**src/rtl/mux_defs.sv**
```systemverilog
// Shared constants for the registered destination selector: default constant register
// codes and the error-counter width.
package mux_defs;

  localparam int unsigned REG_SP    = 29;
  localparam int unsigned REG_RA    = 31;
  localparam int unsigned ERR_CNT_W = 4;

endpackage

```
**src/rtl/mux_n_core.sv**
```systemverilog
// Combinational code map: N data slices, then two constants, anything above is unmapped
// and falls back to slice 0.
module mux_n_core #(
  parameter int unsigned WIDTH  = 32,
  parameter int unsigned N_DATA = 3,
  parameter int unsigned SEL_W  = 3
) (
  input  logic [SEL_W-1:0]        i_selector,
  input  logic [N_DATA*WIDTH-1:0] i_data,
  input  logic [WIDTH-1:0]        i_const_a,
  input  logic [WIDTH-1:0]        i_const_b,
  output logic [WIDTH-1:0]        o_value,
  output logic                    o_unmapped
);

  logic w_hit;

  always_comb begin
    o_value    = i_data[WIDTH-1:0];
    o_unmapped = 1'b0;
    w_hit      = 1'b0;
    for (int k = 0; k < int'(N_DATA); k++) begin
      if (i_selector == SEL_W'(k)) begin
        o_value = i_data[k*WIDTH +: WIDTH];
        w_hit   = 1'b1;
      end
    end
    if (!w_hit) begin
      if (i_selector == SEL_W'(N_DATA)) begin
        o_value = i_const_a;
      end else if (i_selector == SEL_W'(N_DATA + 1)) begin
        o_value = i_const_b;
      end else begin
        o_unmapped = 1'b1;
      end
    end
  end

endmodule

```
**src/rtl/mux_sel_reg.sv**
```systemverilog
// Registered destination selector: captures the mapped value on load and keeps a sticky
// flag plus a saturating count of loads that used an unmapped selector code.
module mux_sel_reg
  import mux_defs::*;
#(
  parameter int unsigned WIDTH   = 32,
  parameter int unsigned N_DATA  = 3,
  parameter int unsigned SEL_W   = 3,
  parameter int unsigned CONST_A = REG_SP,
  parameter int unsigned CONST_B = REG_RA
) (
  input  logic                    clk,
  input  logic                    reset,
  input  logic                    load,
  input  logic [SEL_W-1:0]        selector,
  input  logic [N_DATA*WIDTH-1:0] data_in,
  input  logic                    clr_err,
  output logic [WIDTH-1:0]        data_out,
  output logic                    out_valid,
  output logic [SEL_W-1:0]        last_sel,
  output logic                    sel_err,
  output logic [ERR_CNT_W-1:0]    err_cnt
);

  if (N_DATA < 1 || N_DATA > 6) begin : gen_bad_n_data
    $fatal(1, "mux_sel_reg: N_DATA must be in 1..6");
  end
  if ((64'd1 << SEL_W) < 64'(N_DATA + 2)) begin : gen_bad_sel_w
    $fatal(1, "mux_sel_reg: SEL_W too small to encode N_DATA+2 codes");
  end

  localparam logic [ERR_CNT_W-1:0] ErrCntMax = '1;

  logic [WIDTH-1:0]     w_value;
  logic                 w_unmapped;
  logic [WIDTH-1:0]     r_data_out;
  logic                 r_out_valid;
  logic [SEL_W-1:0]     r_last_sel;
  logic                 r_sel_err;
  logic [ERR_CNT_W-1:0] r_err_cnt;

  mux_n_core #(
    .WIDTH  (WIDTH),
    .N_DATA (N_DATA),
    .SEL_W  (SEL_W)
  ) u_core (
    .i_selector (selector),
    .i_data     (data_in),
    .i_const_a  (WIDTH'(CONST_A)),
    .i_const_b  (WIDTH'(CONST_B)),
    .o_value    (w_value),
    .o_unmapped (w_unmapped)
  );

  always_ff @(posedge clk) begin
    if (reset) begin
      r_data_out  <= '0;
      r_out_valid <= 1'b0;
      r_last_sel  <= '0;
      r_sel_err   <= 1'b0;
      r_err_cnt   <= '0;
    end else begin
      if (load) begin
        r_data_out  <= w_value;
        r_last_sel  <= selector;
        r_out_valid <= 1'b1;
      end
      // An erroring load beats a simultaneous clear: the count restarts at 1.
      if (load && w_unmapped) begin
        r_sel_err <= 1'b1;
        if (clr_err) begin
          r_err_cnt <= ERR_CNT_W'(1);
        end else if (r_err_cnt != ErrCntMax) begin
          r_err_cnt <= r_err_cnt + ERR_CNT_W'(1);
        end
      end else if (clr_err) begin
        r_sel_err <= 1'b0;
        r_err_cnt <= '0;
      end
    end
  end

  assign data_out  = r_data_out;
  assign out_valid = r_out_valid;
  assign last_sel  = r_last_sel;
  assign sel_err   = r_sel_err;
  assign err_cnt   = r_err_cnt;

endmodule

```
**config.mk**
```make
export PLATFORM = sky130hd
export DESIGN_NAME = mux_sel_reg
export DESIGN_NICKNAME = d
export VERILOG_FILES = /design/src/rtl/mux_defs.sv /design/src/rtl/mux_n_core.sv /design/src/rtl/mux_sel_reg.sv
export SDC_FILE = /design/constraint.sdc
export NUM_CORES = 1
export LEC_CHECK = 0
export CORE_MARGIN = 3
export CORE_UTILIZATION = 44
export DETAILED_ROUTE_END_ITERATION = 12
export DONT_BUFFER_PORTS = 1
export GPL_TIMING_DRIVEN = 0
export PLACE_DENSITY = 0.69
export SYNTH_ARGS = -nofsm -noshare
export SYNTH_HDL_FRONTEND = slang
export SYNTH_SLANG_ARGS = --single-unit
```
**constraint.sdc**
```tcl
create_clock -name clk -period 3.7 [get_ports clk]
set_clock_uncertainty 0.2 [all_clocks]
set_input_delay 0.555 -clock clk [delete_from_list [all_inputs] [get_ports clk]]
set_output_delay 0.555 -clock clk [all_outputs]
set_load 0.01 [all_outputs]
```
### Yosys cells after proc, flatten, opt, wreduce, memory -nomap -nowiden

Index checks and enable logic that the tools add are counted.

* RAM bits: 0
* memories kept: 0
* input bits: 103
* logic and storage cells: 33
* register bits after elaboration: 41
* output and inout port bits: 41
* bits in latches: 0
* ROM bits: 0

* $mul: 0
* divide/modulo/power cells: 0
* muxes and demuxes: 17
* $add $sub $neg: 1
* reductions and logical operators: 5
* equality and inequality tests: 5
* shift-type cells: 0
* bitwise logic cells: 0
* order comparisons: 0

Operator list (number)
* $mux 32: 5
* $mux 4: 4
* $mux 1: 8
* $eq 3x2->1 const B: 2
* $add 4x1->4 const B: 1
* $ne 4x4->1 const B: 1
* $reduce_bool 2->1: 2
* $eq 3x1->1 const B: 1
* $eq 3x3->1 const B: 1
* $logic_not 3->1: 1
* $reduce_and 2->1: 1
* $logic_and 1x1->1: 1

### Longest topological paths before layout

Gate-level depths: netlist of the first run.

* depth in word-level cells: 8
* depth in mapped cells: 6
* depth with buffers taken out: 4

### Cells and area by module

A second synthesis of the first run with hierarchy kept.

* cells, all modules: 265
* area total of the unflattened synthesis: 2603.7 µm²

By module, submodules not included
* mux_sel_reg: times used 1, sequential area each 820.8 µm², cells an instance 145, area an instance 1510.2 µm²
* mux_n_core: times used 1, sequential area each 0.0 µm², cells an instance 120, area an instance 1093.5 µm²

### Worst setup path after synthesis of the first run

Ideal clock, no wire load.

* path type: input to register
* start point: input port selector[0]
* end point: register r_data_out[11] (netlist: data_out[11])
* arrival: 1.559 ns
* buffers on the path: 2
* stages: 5
* data required time: 3.375 ns
* setup time: 0.125 ns
* path slack: 1.816 ns
* cells stage by stage: buf_2 -> or3b_1 -> o2111ai_4 -> buf_12 -> o221ai_2

* cells in the longest elaborated chain, start to end: 6
* elaborated cells between the ends (all ways): 13
* those cells by class: eq/ne: 4; mux: 8; reduce/logical: 1

Ends and longest elaborated chain
* start, declared: RTL line mux_sel_reg.sv:15 `input logic [SEL_W-1:0] selector,`
* $eq 3x1->1: RTL line mux_n_core.sv:23 `if (i_selector == SEL_W'(k)) begin`
* $mux 32 (2 in series): RTL line mux_n_core.sv:23
* $mux 32: RTL line mux_n_core.sv:31 `end else if (i_selector == SEL_W'(N_DATA + 1)) begin`
* $mux 32: RTL line mux_n_core.sv:29 `if (i_selector == SEL_W'(N_DATA)) begin`
* $mux 32 *: RTL line mux_n_core.sv:28 `if (!w_hit) begin`
* end signal, assigned: RTL line mux_sel_reg.sv:64 `r_data_out <= w_value;`
* end, declared: RTL line mux_sel_reg.sv:36 `logic [WIDTH-1:0] r_data_out;`

Every way passes the cells marked *; elsewhere a longest branch is shown, timed or not.
A chain may end at the register's enable or synchronous reset.

==> results by group, run 1 <==
Final layout
  – Area growth syn-to-layout: 7.68%
  – Most common cell after layout, fill and taps aside: dfxtp_1
  – Share of cells above drive strength 1: 18.2%
  – Fillcell total: 451
  – NumNets Final: 340
  – Most frequent cells in the layout: dfxtp_1 (41), mux2i_1 (30), inv_1 (29)
  – Ant diodes: 0

Flow run
  – Maxcap violations: 0

Worst setup path
  – Crit path cell chain: buf_2 > nor2_1 > clkbuf_1 > nand2_1 > o221ai_2
  – Critical path's slowest cell: nor2_1
  – R2R setup slack: 2210 ps
  – Critical Path AT: 1890 ps
  – Worst Setup End Kind: flop
  – Bufs and invs on worst path: 2
  – WS Path Type: primary input to flop
  – Critical Path Max Stage Delay: 520 ps
  – WP data required: 3710 ps
  – Worst-path fanout max: 10
  – Startpoint types: primary input
  – Worst path top cell family by delay: simple AND/OR/NAND/NOR gates

Clocking
  – CTS tree: yes
  – Clock Path Buffers: 2
  – CTS Buf Count: 5
  – Clock Latency Late Sink: 280 ps
  – Clk slew on worst S/H paths: 70 ps
  – Clock sink count: 41
  – Hold_buf cts: 0
  – Clock H-tree levels: 2
  – Root Driver: clkbuf_8
  – Post-CTS setup buffers: 0
  – Cts repair resizes: 0

Timing
  – Tightest Pin Transition: 652 ps
  – Slew margin rel.: 56.3%
  – Final Setup Violations: 0
  – RSZ-0062 raised after global routing: no
  – Minimum clock period after layout: 1880 ps
  – Max Slew Vio Count: 0
  – Setup_tns: 0 ps
  – Hold Vio Cnt, Final: 0
  – Period Utilization, post-route: 50.8%
  – Fmax: 532 MHz

Route
  – Vias post-DR: 1756
  – DRC viols: 0
  – Post-route ant nets: 0
  – DR WL/cell: 18.4 um
  – DR pass1 iterations: 4
  – Initial DRC count: 46
  – Routed vias/inst: 5.80
  – Final wirelength: 5.59 mm

Floorplan
  – Die area: 5920 um^2
  – Die H: 77.0 um
  – Initial Util: 46.3%
  – Die W: 77.0 um
  – IO Count: 144
  – Core area: 4790 um^2
  – Site row count: 25

Pwr
  – P_leak: 0.916 nW
  – Total power draw: 0.000914 W
  – Max VDD drop: 0.290 mV
  – Pwr/cell area: 383 nW/um^2

Synth
  – Synthesis-stage register bit count: 41
  – Cell taking the most area after synthesis: dfxtp_1
  – Avg Inst Size Synth: 9.68 um^2
  – Sequential area share after synthesis: 37.0%
  – Synth top area share: 37.0%
  – Cell variety after synth: 38
  – Yosys warns: 0
  – Synth area leaders: dfxtp_1 (37%), mux2i_1 (14%), o221ai_2 (14%), inv_1 (4.9%), nand2_1 (4.7%)
  – Nets in the synthesized netlist: 333
  – Post-Syn Area: 2220 um^2
  – Post-Syn Instances: 229

Global routing
  – Number of global-route vias before repair: 1713
  – First-pass GRT wire length: 8.91 mm
  – Largest net degree at the start of global routing: 12
  – Remaining Overflow, GRT: 0
  – Total GRT Usage: 18.7%
  – Antenna violations before repair: 0

Placement
  – Final GP Congestion: 0.728
  – HPWL Detailed: 4.29 mm
  – IO Port Bufs: 0

Run status
  – Status: finished clean

Min path
  – Min-Delay Path Class: primary input to flop
synthesized netlist by cell type:
master      n
nand2b_1    2
a211oi_1    1
o221ai_2   20
ha_1        1
buf_12      2
o21ai_0     3
o31ai_1     1
buf_6       2
or3b_1      1
o2111ai_4   1
nand2_1    28
and3_1      1
nand3_1     1
buf_4       5
a21oi_1    10
clkbuf_1    3
dfxtp_1    41
nor2b_1     1
nor3_1      4
or2_2       1
a31oi_1     1
inv_1      29
nor3b_2     1
nand3b_1    1
mux2i_1    30
or4bb_1     1
a32oi_1     1
nor3b_1     1
o211a_1     1
or3_1       1
nor2_1     13
nand4bb_1   1
or4b_1      1
o211ai_2    1
a311oi_1    1
o221ai_1   11
o21bai_1    1
buf_2       4
worst paths after layout:
path	startpoint	end	depth (start not counted)
worst max-delay path	reset	data_out[19]	5
worst min-delay path	clr_err	sel_err	2
worst max register to register	err_cnt[0]	err_cnt[3]	4
worst min register to register	sel_err	sel_err	2
metrics by stage:
stage | setup WS [ps] | instance area (um^2) | hold WS, ps | instances | utilization (%)
4_1_cts | 1810 | 2390 | 236 | 303 | 49.9
3_5_place_dp | 1500 | 2300 | 305 | 296 | 48.1
5_1_grt | 1710 | 2390 | 249 | 303 | 49.9
3_3_place_gp | 1490 | 2300 | 306 | 296 | 48.1
6_report | 1820 | 2390 | 245 | 303 | 49.9
2_1_floorplan | 1820 | 2220 | 290 | 229 | -
registers in the layout, summed over array words and instances (netlist names):
register	cells
err_cnt	4
out_valid	1
last_sel	3
data_out	32
sel_err	1
per-layer routing:
| metal | GRT usage, % | up-vias | wire length, um |
|---|---|---|---|
| met5 | 0 | - | 0 |
| met4 | 5.43 | 0 | 62 |
| met3 | 7.51 | 7 | 524 |
| met2 | 30.5 | 86 | 2740 |
| met1 | 22.5 | 822 | 2260 |
| li1 | - | 841 | - |
cells by family (layout without fill, tap and decap cells):
kind of cell,after synthesis,in the layout,synth area share (%)
AND/OR/NAND/NOR,59,59,12.9
multiplexers,30,30,13.6
flip-flops,41,41,37.0
buffers and inverters,45,52,10.8
adder cells (fa/ha/maj),1,1,0.565
AO/OA/AOI/OAI,53,53,25.1
area by class of cell:
type / count / area (um^2) / area share [%]
multi-input cells: 143 / 1150 / 48.4
flip-flops and latches: 41 / 821 / 34.4
inverters: 29 / 109 / 4.56
well taps: 67 / 83.8 / 3.51
clock buffers: 7 / 86.3 / 3.62
plain buffers: 16 / 131 / 5.51
power breakdown:
part           total (W)  internal, W  switching [W]
Combinational   0.000117    0.0000531      0.0000641
Sequential      0.000503     0.000470      0.0000337
Clock           0.000294     0.000148       0.000146
No activity file was read; power rests on OpenSTA's default activity.
==> inputs of run 2 (changes only) <==
--- a/config.mk
+++ b/config.mk
@@ -10,7 +10,7 @@
 export DETAILED_ROUTE_END_ITERATION = 12
 export DONT_BUFFER_PORTS = 1
 export GPL_TIMING_DRIVEN = 0
-export PLACE_DENSITY = 0.69
+export PLACE_DENSITY = 0.71
 export SYNTH_ARGS = -nofsm -noshare
 export SYNTH_HDL_FRONTEND = slang
 export SYNTH_SLANG_ARGS = --single-unit
==> constraint.sdc (replaced) <==
create_clock -name clk -period 1.69 [get_ports clk]
set_clock_uncertainty 0.2 [all_clocks]
set_input_delay 0.2535 -clock clk [delete_from_list [all_inputs] [get_ports clk]]
set_output_delay 0.2535 -clock clk [all_outputs]
set_load 0.01 [all_outputs]
==> results by group, run 2 (synthesis results as in run 1) <==
Worst setup path
  – Startpoint types: primary input (unchanged)
  – WS Path Type: primary input to flop (unchanged)
  – End of the critical path: data_out[13] (was data_out[19])
  – Worst Setup End Kind: flop (unchanged)
  – Crit path launch: selector[0] (was reset)
  – Critical Path AT: 1510 ps (was 1890 ps)
  – Reg2reg start: err_cnt[0] (unchanged)
  – Worst-path fanout max: 10 (unchanged)
  – Worst r2r path cells: 4 (unchanged)
  – WP data required: 1660 ps (was 3710 ps)
  – Reg-to-Reg End: err_cnt[3] (unchanged)
  – R2R setup slack: 200 ps (was 2210 ps)

Floorplan
  – Die H: 77.0 um (unchanged)
  – Die W: 77.0 um (unchanged)
  – Core area: 4790 um^2 (unchanged)
  – Site row count: 25 (unchanged)
  – Die area: 5920 um^2 (unchanged)
  – IO Count: 144 (unchanged)
  – Initial Util: 46.3% (unchanged)

Final layout
  – Fillcell total: 355 (was 451)
  – Number of flip-flops in the largest register: 32 (unchanged)
  – Most common cell after layout, fill and taps aside: dlygate4sd3_1 (was dfxtp_1)
  – Area growth syn-to-layout: 49.8% (was 7.68%)
  – Most frequent cells in the layout: dlygate4sd3_1 (90), dfxtp_1 (41), mux2i_1 (30) (was dfxtp_1 (41), mux2i_1 (30), inv_1 (29))
  – FF/Latch Area: 821 um^2 (unchanged)
  – Ant diodes: 0 (unchanged)
  – Finished Cell Area: 3320 um^2 (was 2390 um^2)
  – Share of cells above drive strength 1: 13.8% (was 18.2%)
  – NumNets Final: 430 (was 340)
  – Multi-input gate area: 1160 um^2 (was 1150 um^2)

Placement
  – Final GP Congestion: 0.698 (was 0.728)
  – Post-Place Worst Slack: -201 ps (was 1500 ps)
  – Area post-placement: 2300 um^2 (unchanged)
  – HPWL Detailed: 4.30 mm (was 4.29 mm)
  – IO Port Bufs: 0 (unchanged)

Timing
  – Fmax: 649 MHz
  – Final Setup Violations: 0 (unchanged)
  – Tightest Pin Transition: 538 ps (was 652 ps)
  – Slew margin rel.: 64.1% (was 56.3%)
  – Hold_ws: 3.73 ps (was 245 ps)
  – Minimum clock period after layout: 1540 ps
  – PnR worst setup slack: 150 ps (was 1820 ps)
  – Hold Vio Cnt, Final: 0 (unchanged)
  – RSZ-0062 raised after global routing: no (unchanged)
  – Max Slew Vio Count: 0 (unchanged)
  – Period Utilization, post-route: 91.1%

Route
  – Initial DRC count: 67 (was 46)
  – Routed vias/inst: 5.55 (was 5.80)
  – DR pass1 iterations: 4 (unchanged)
  – Vias post-DR: 2186 (was 1756)
  – Post-route ant nets: 0 (unchanged)
  – DRC viols: 0 (unchanged)
  – DR WL/cell: 19.5 um (was 18.4 um)
  – Final wirelength: 7.68 mm (was 5.59 mm)

Flow run
  – Maxcap violations: 0 (unchanged)

Clocking
  – Post-CTS setup buffers: 0 (unchanged)
  – Clock H-tree levels: 2 (unchanged)
  – Clock Path Buffers: 2 (unchanged)
  – Clk slew on worst S/H paths: 80 ps (was 70 ps)
  – Clock Latency Late Sink: 280 ps (about the same)
  – CTS Buf Count: 5 (unchanged)
  – Root Driver: clkbuf_8 (unchanged)
  – Clock sink count: 41 (unchanged)
  – CTS tree: yes (unchanged)

Run status
  – Status: finished clean (unchanged)

Global routing
  – Number of global-route vias before repair: 2325 (was 1713)
  – Total GRT Usage: 26.2% (was 18.7%)
  – First-pass GRT wire length: 12.3 mm (was 8.91 mm)
  – Remaining Overflow, GRT: 0 (unchanged)
  – Largest net degree at the start of global routing: 13 (was 12)
  – Antenna violations before repair: 0 (unchanged)

Min path
  – Min-Delay Path Class: primary input to flop (unchanged)

Pwr
  – P_leak: 1.31 nW (was 0.916 nW)
  – Max VDD drop: 0.633 mV (was 0.290 mV)
  – Pwr/cell area: 713 nW/um^2 (was 383 nW/um^2)
## run 2: stage by stage
| stage | cells | total power, W | TNS [ps] | util [%] |
|---|---|---|---|---|
| 2_1_floorplan | 229 | 0.00133 | 0 | - |
| 3_3_place_gp | 296 | 0.00137 | -2780 | 48.1 |
| 3_5_place_dp | 296 | 0.00138 | -3530 | 48.1 |
| 4_1_cts | 394 | 0.00236 | 0 | 69.3 |
| 5_1_grt | 394 | 0.00246 | 0 | 69.4 |
| 6_report | 394 | 0.00237 | 0 | 69.4 |
## run 2: worst min path at each step
stage	startpoint	end	cells past startpoint
after detailed placement	data_in[34]	data_out[2]	2
after global routing	data_in[67]	data_out[3]	2
after global placement	clr_err	sel_err	2
after CTS	data_in[67]	data_out[3]	2
after floorplan	clr_err	sel_err	2
final	data_in[10]	data_out[10]	2
## run 2: critical path, stage by stage
cell,delay [ps]
buf_2,180
nor3b_2,200
buf_4,240
buf_6,200
mux2i_1,300
o221ai_2,130
## run 2: report_power, final
group | internal, W | total (W) | switching [W]
combinational | 0.000254 | 0.000445 | 0.000191
clock | 0.000482 | 0.000819 | 0.000337
sequential | 0.00103 | 0.00110 | 0.0000760
## run 2: what timing repair did
| action | 4_1_cts | 5_1_grt |
|---|---|---|
| hold endpoints to repair | 36 | 0 |
| endpoints found under the setup margin | 0 | 11 |
| gates resized for setup | 0 | 1 |
| hold buffers | 90 | 0 |
## run 2: area by class of cell
cell class              instances  share of cell area (%)
plain buffers                  16                    3.96
clock buffers                   7                    2.60
clock inverters                 1                   0.905
inverters                      29                    3.28
multi-input cells             143                    34.9
flip-flops and latches         41                    24.7
well taps                      67                    2.53
repair buffers                 90                    27.1
## run 2: per-layer routing
metal / wire [um] / track usage, % / up-vias / part of all wire (%)
li1: - / - / 1019 / -
met3: 649 / 9.74 / 16 / 8.4
met2: 3920 / 45.8 / 121 / 51
met4: 194 / 9.24 / 0 / 2.5
met1: 2920 / 29.0 / 1030 / 38
met5: 0 / 0 / - / 0
==> inputs of run 3 (changes only) <==
--- a/config.mk
+++ b/config.mk
@@ -11,6 +11,7 @@
 export DONT_BUFFER_PORTS = 1
 export GPL_TIMING_DRIVEN = 0
 export PLACE_DENSITY = 0.71
+export REMOVE_ABC_BUFFERS = 1
 export SYNTH_ARGS = -nofsm -noshare
 export SYNTH_HDL_FRONTEND = slang
 export SYNTH_SLANG_ARGS = --single-unit
==> results by group, run 3 (synthesis results as in run 1) <==
Clocking
  – CTS Buf Count: 5 (unchanged)
  – Root Driver: clkbuf_8 (unchanged)
  – Clock sink count: 41 (unchanged)
  – CTS tree: yes (unchanged)
  – Clock H-tree levels: 2 (unchanged)
  – Clock Path Buffers: 2 (unchanged)
  – Clock Latency Late Sink: 280 ps (about the same)
  – Clk slew on worst S/H paths: 90 ps (was 80 ps)

Route
  – DR WL/cell: 19.5 um (about the same)
  – Initial DRC count: 89 (was 67)
  – DRC viols: 0 (unchanged)
  – DR pass1 iterations: 4 (unchanged)
  – Vias post-DR: 2187 (was 2186)
  – Routed vias/inst: 5.64 (was 5.55)
  – Post-route ant nets: 0 (unchanged)
  – Final wirelength: 7.56 mm (was 7.68 mm)

Run status
  – Status: finished, violations left (was finished clean)
  – Failing checks: negative hold slack

Placement
  – Final GP Congestion: 0.734 (was 0.698)
  – HPWL Detailed: 4.04 mm (was 4.30 mm)
  – Placed Cells: 282 (was 296)
  – Post-Place Worst Slack: -383 ps (was -201 ps)
  – IO Port Bufs: 0 (unchanged)

Worst setup path
  – Crit path cell chain: dlygate4sd3_1 > mux2i_1 > dlygate4sd3_1 > o221ai_1 (was buf_2 > nor3b_2 > buf_4 > buf_6 > mux2i_1 > o221ai_2)
  – Worst Setup End Kind: flop (unchanged)
  – WP data required: 1610 ps (was 1660 ps)
  – Worst path top cell family by delay: buffers and inverters (unchanged)
  – Worst-path fanout max: 1 (was 10)
  – Critical path's slowest cell: dlygate4sd3_1 (was mux2i_1)
  – Most frequent cell on the critical path: dlygate4sd3_1
  – Critical Path Max Stage Delay: 570 ps (was 300 ps)
  – Critical Path AT: 1600 ps (was 1510 ps)
  – Bufs and invs on worst path: 2 (was 3)
  – WS Path Type: primary input to flop (unchanged)
  – Startpoint types: primary input (unchanged)

Global routing
  – Antenna violations before repair: 0 (unchanged)
  – Largest net degree at the start of global routing: 28 (was 13)
  – First-pass GRT wire length: 11.6 mm (was 12.3 mm)
  – Remaining Overflow, GRT: 0 (unchanged)
  – Total GRT Usage: 24.8% (was 26.2%)
  – Number of global-route vias before repair: 2328 (was 2325)

Final layout
  – Fillcell total: 328 (was 355)
  – Area growth syn-to-layout: 48.2% (was 49.8%)
  – NumNets Final: 424 (was 430)
  – Most frequent cells in the layout: dlygate4sd3_1 (86), dfxtp_1 (41), mux2i_1 (30) (was dlygate4sd3_1 (90), dfxtp_1 (41), mux2i_1 (30))
  – Number of flip-flops in the largest register: 32 (unchanged)
  – Most common cell after layout, fill and taps aside: dlygate4sd3_1 (unchanged)
  – Final core utilization: 68.6% (was 69.4%)
  – Ant diodes: 0 (unchanged)
  – Share of cells above drive strength 1: 15.3% (was 13.8%)
  – Final cell count without fillers: 388 (was 394)

Pwr
  – Max VDD drop: 0.349 mV (was 0.633 mV)
  – P_sw: 0.000602 W (was 0.000604 W)
  – Flop pwr share: 50.8% (was 46.6%)
  – Internal power: 0.00157 W (was 0.00176 W)
  – Switching Fraction: 27.7% (was 25.5%)
  – Pwr/cell area: 662 nW/um^2 (was 713 nW/um^2)
  – Clock share of power: 29.3% (was 34.6%)
  – Logic gate share of total power: 19.9% (was 18.8%)
  – P_leak: 1.31 nW (about the same)

Floorplan
  – Die W: 77.0 um (unchanged)
  – Initial Util: 46.3% (unchanged)
  – IO Count: 144 (unchanged)
  – Die H: 77.0 um (unchanged)
  – Core area: 4790 um^2 (unchanged)
  – Site row count: 25 (unchanged)
  – Die area: 5920 um^2 (unchanged)

Timing
  – Period Utilization, post-route: 99.2% (was 91.1%)
  – PnR worst setup slack: 13.9 ps (was 150 ps)
  – Tightest Pin Transition: 1120 ps (was 538 ps)
  – Slew margin rel.: 25.3% (was 64.1%)
  – Minimum clock period after layout: 1680 ps (was 1540 ps)
  – Hold_ws: -19.2 ps (was 3.73 ps)
  – Hold Vio Cnt, Final: 3 (was 0)
  – Max Slew Vio Count: 0 (unchanged)
  – Fmax: 597 MHz (was 649 MHz)
  – Final Setup Violations: 0 (unchanged)

Flow run
  – Maxcap violations: 0 (unchanged)

Min path
  – Min-Delay Path Class: primary input to flop (unchanged)
==> run 3: power by group through the flow <==
stage | clock network (W) | logic [W] | registers, W
2_1_floorplan | 0 | 0.000180 | 0.00111
3_3_place_gp | 0 | 0.000209 | 0.00112
3_5_place_dp | 0 | 0.000225 | 0.00112
4_1_cts | 0.000654 | 0.000412 | 0.00110
5_1_grt | 0.000687 | 0.000465 | 0.00111
6_report | 0.000636 | 0.000432 | 0.00110
==> run 3: area by class of cell <==
type | count | area (um^2) | area share [%]
clock buffers | 5 | 68.8 | 2.10
clock inverters | 3 | 17.5 | 0.534
inverters | 29 | 109 | 3.32
multi-input cells | 143 | 1170 | 35.7
flip-flops and latches | 41 | 821 | 25.0
well taps | 67 | 83.8 | 2.55
repair buffers | 100 | 1010 | 30.8
==> run 3: layer usage <==
metal / vias up / wire, um / track usage [%]
met2: 138 / 3780 / 43.5
met3: 26 / 674 / 8.80
li1: 1013 / - / -
met1: 1010 / 2790 / 26.0
met5: - / 0 / 0
met4: 0 / 312 / 12.9
==> run 3: final timing paths <==
check	to	cells after the start	slack, ps	from
max	data_out[9]	4	10	data_in[9]
min	data_out[12]	2	-20	data_in[44]
max reg2reg	data_out[4]	3	170	data_out[4]
min reg2reg	out_valid	2	320	out_valid
==> run 3: through the flow <==
stage / TNS, ps / power, W / instance area (um^2)
after floorplan: -25550 / 0.00129 / 2080
after global placement: -39600 / 0.00133 / 2170
after detailed placement: -6900 / 0.00135 / 2220
after CTS: 0 / 0.00217 / 3250
after global routing: -17.5 / 0.00226 / 3280
final: 0 / 0.00217 / 3280
==> run 3: timing repair <==
item / 4_1_cts / 5_1_grt
buffers inserted: 2 / 9
resized for setup: 0 / 6
endpoints found under the hold margin: 41 / 0
pin swaps: 1 / 1
hold buffers: 93 / 0
setup endpoints to repair: 11 / 14
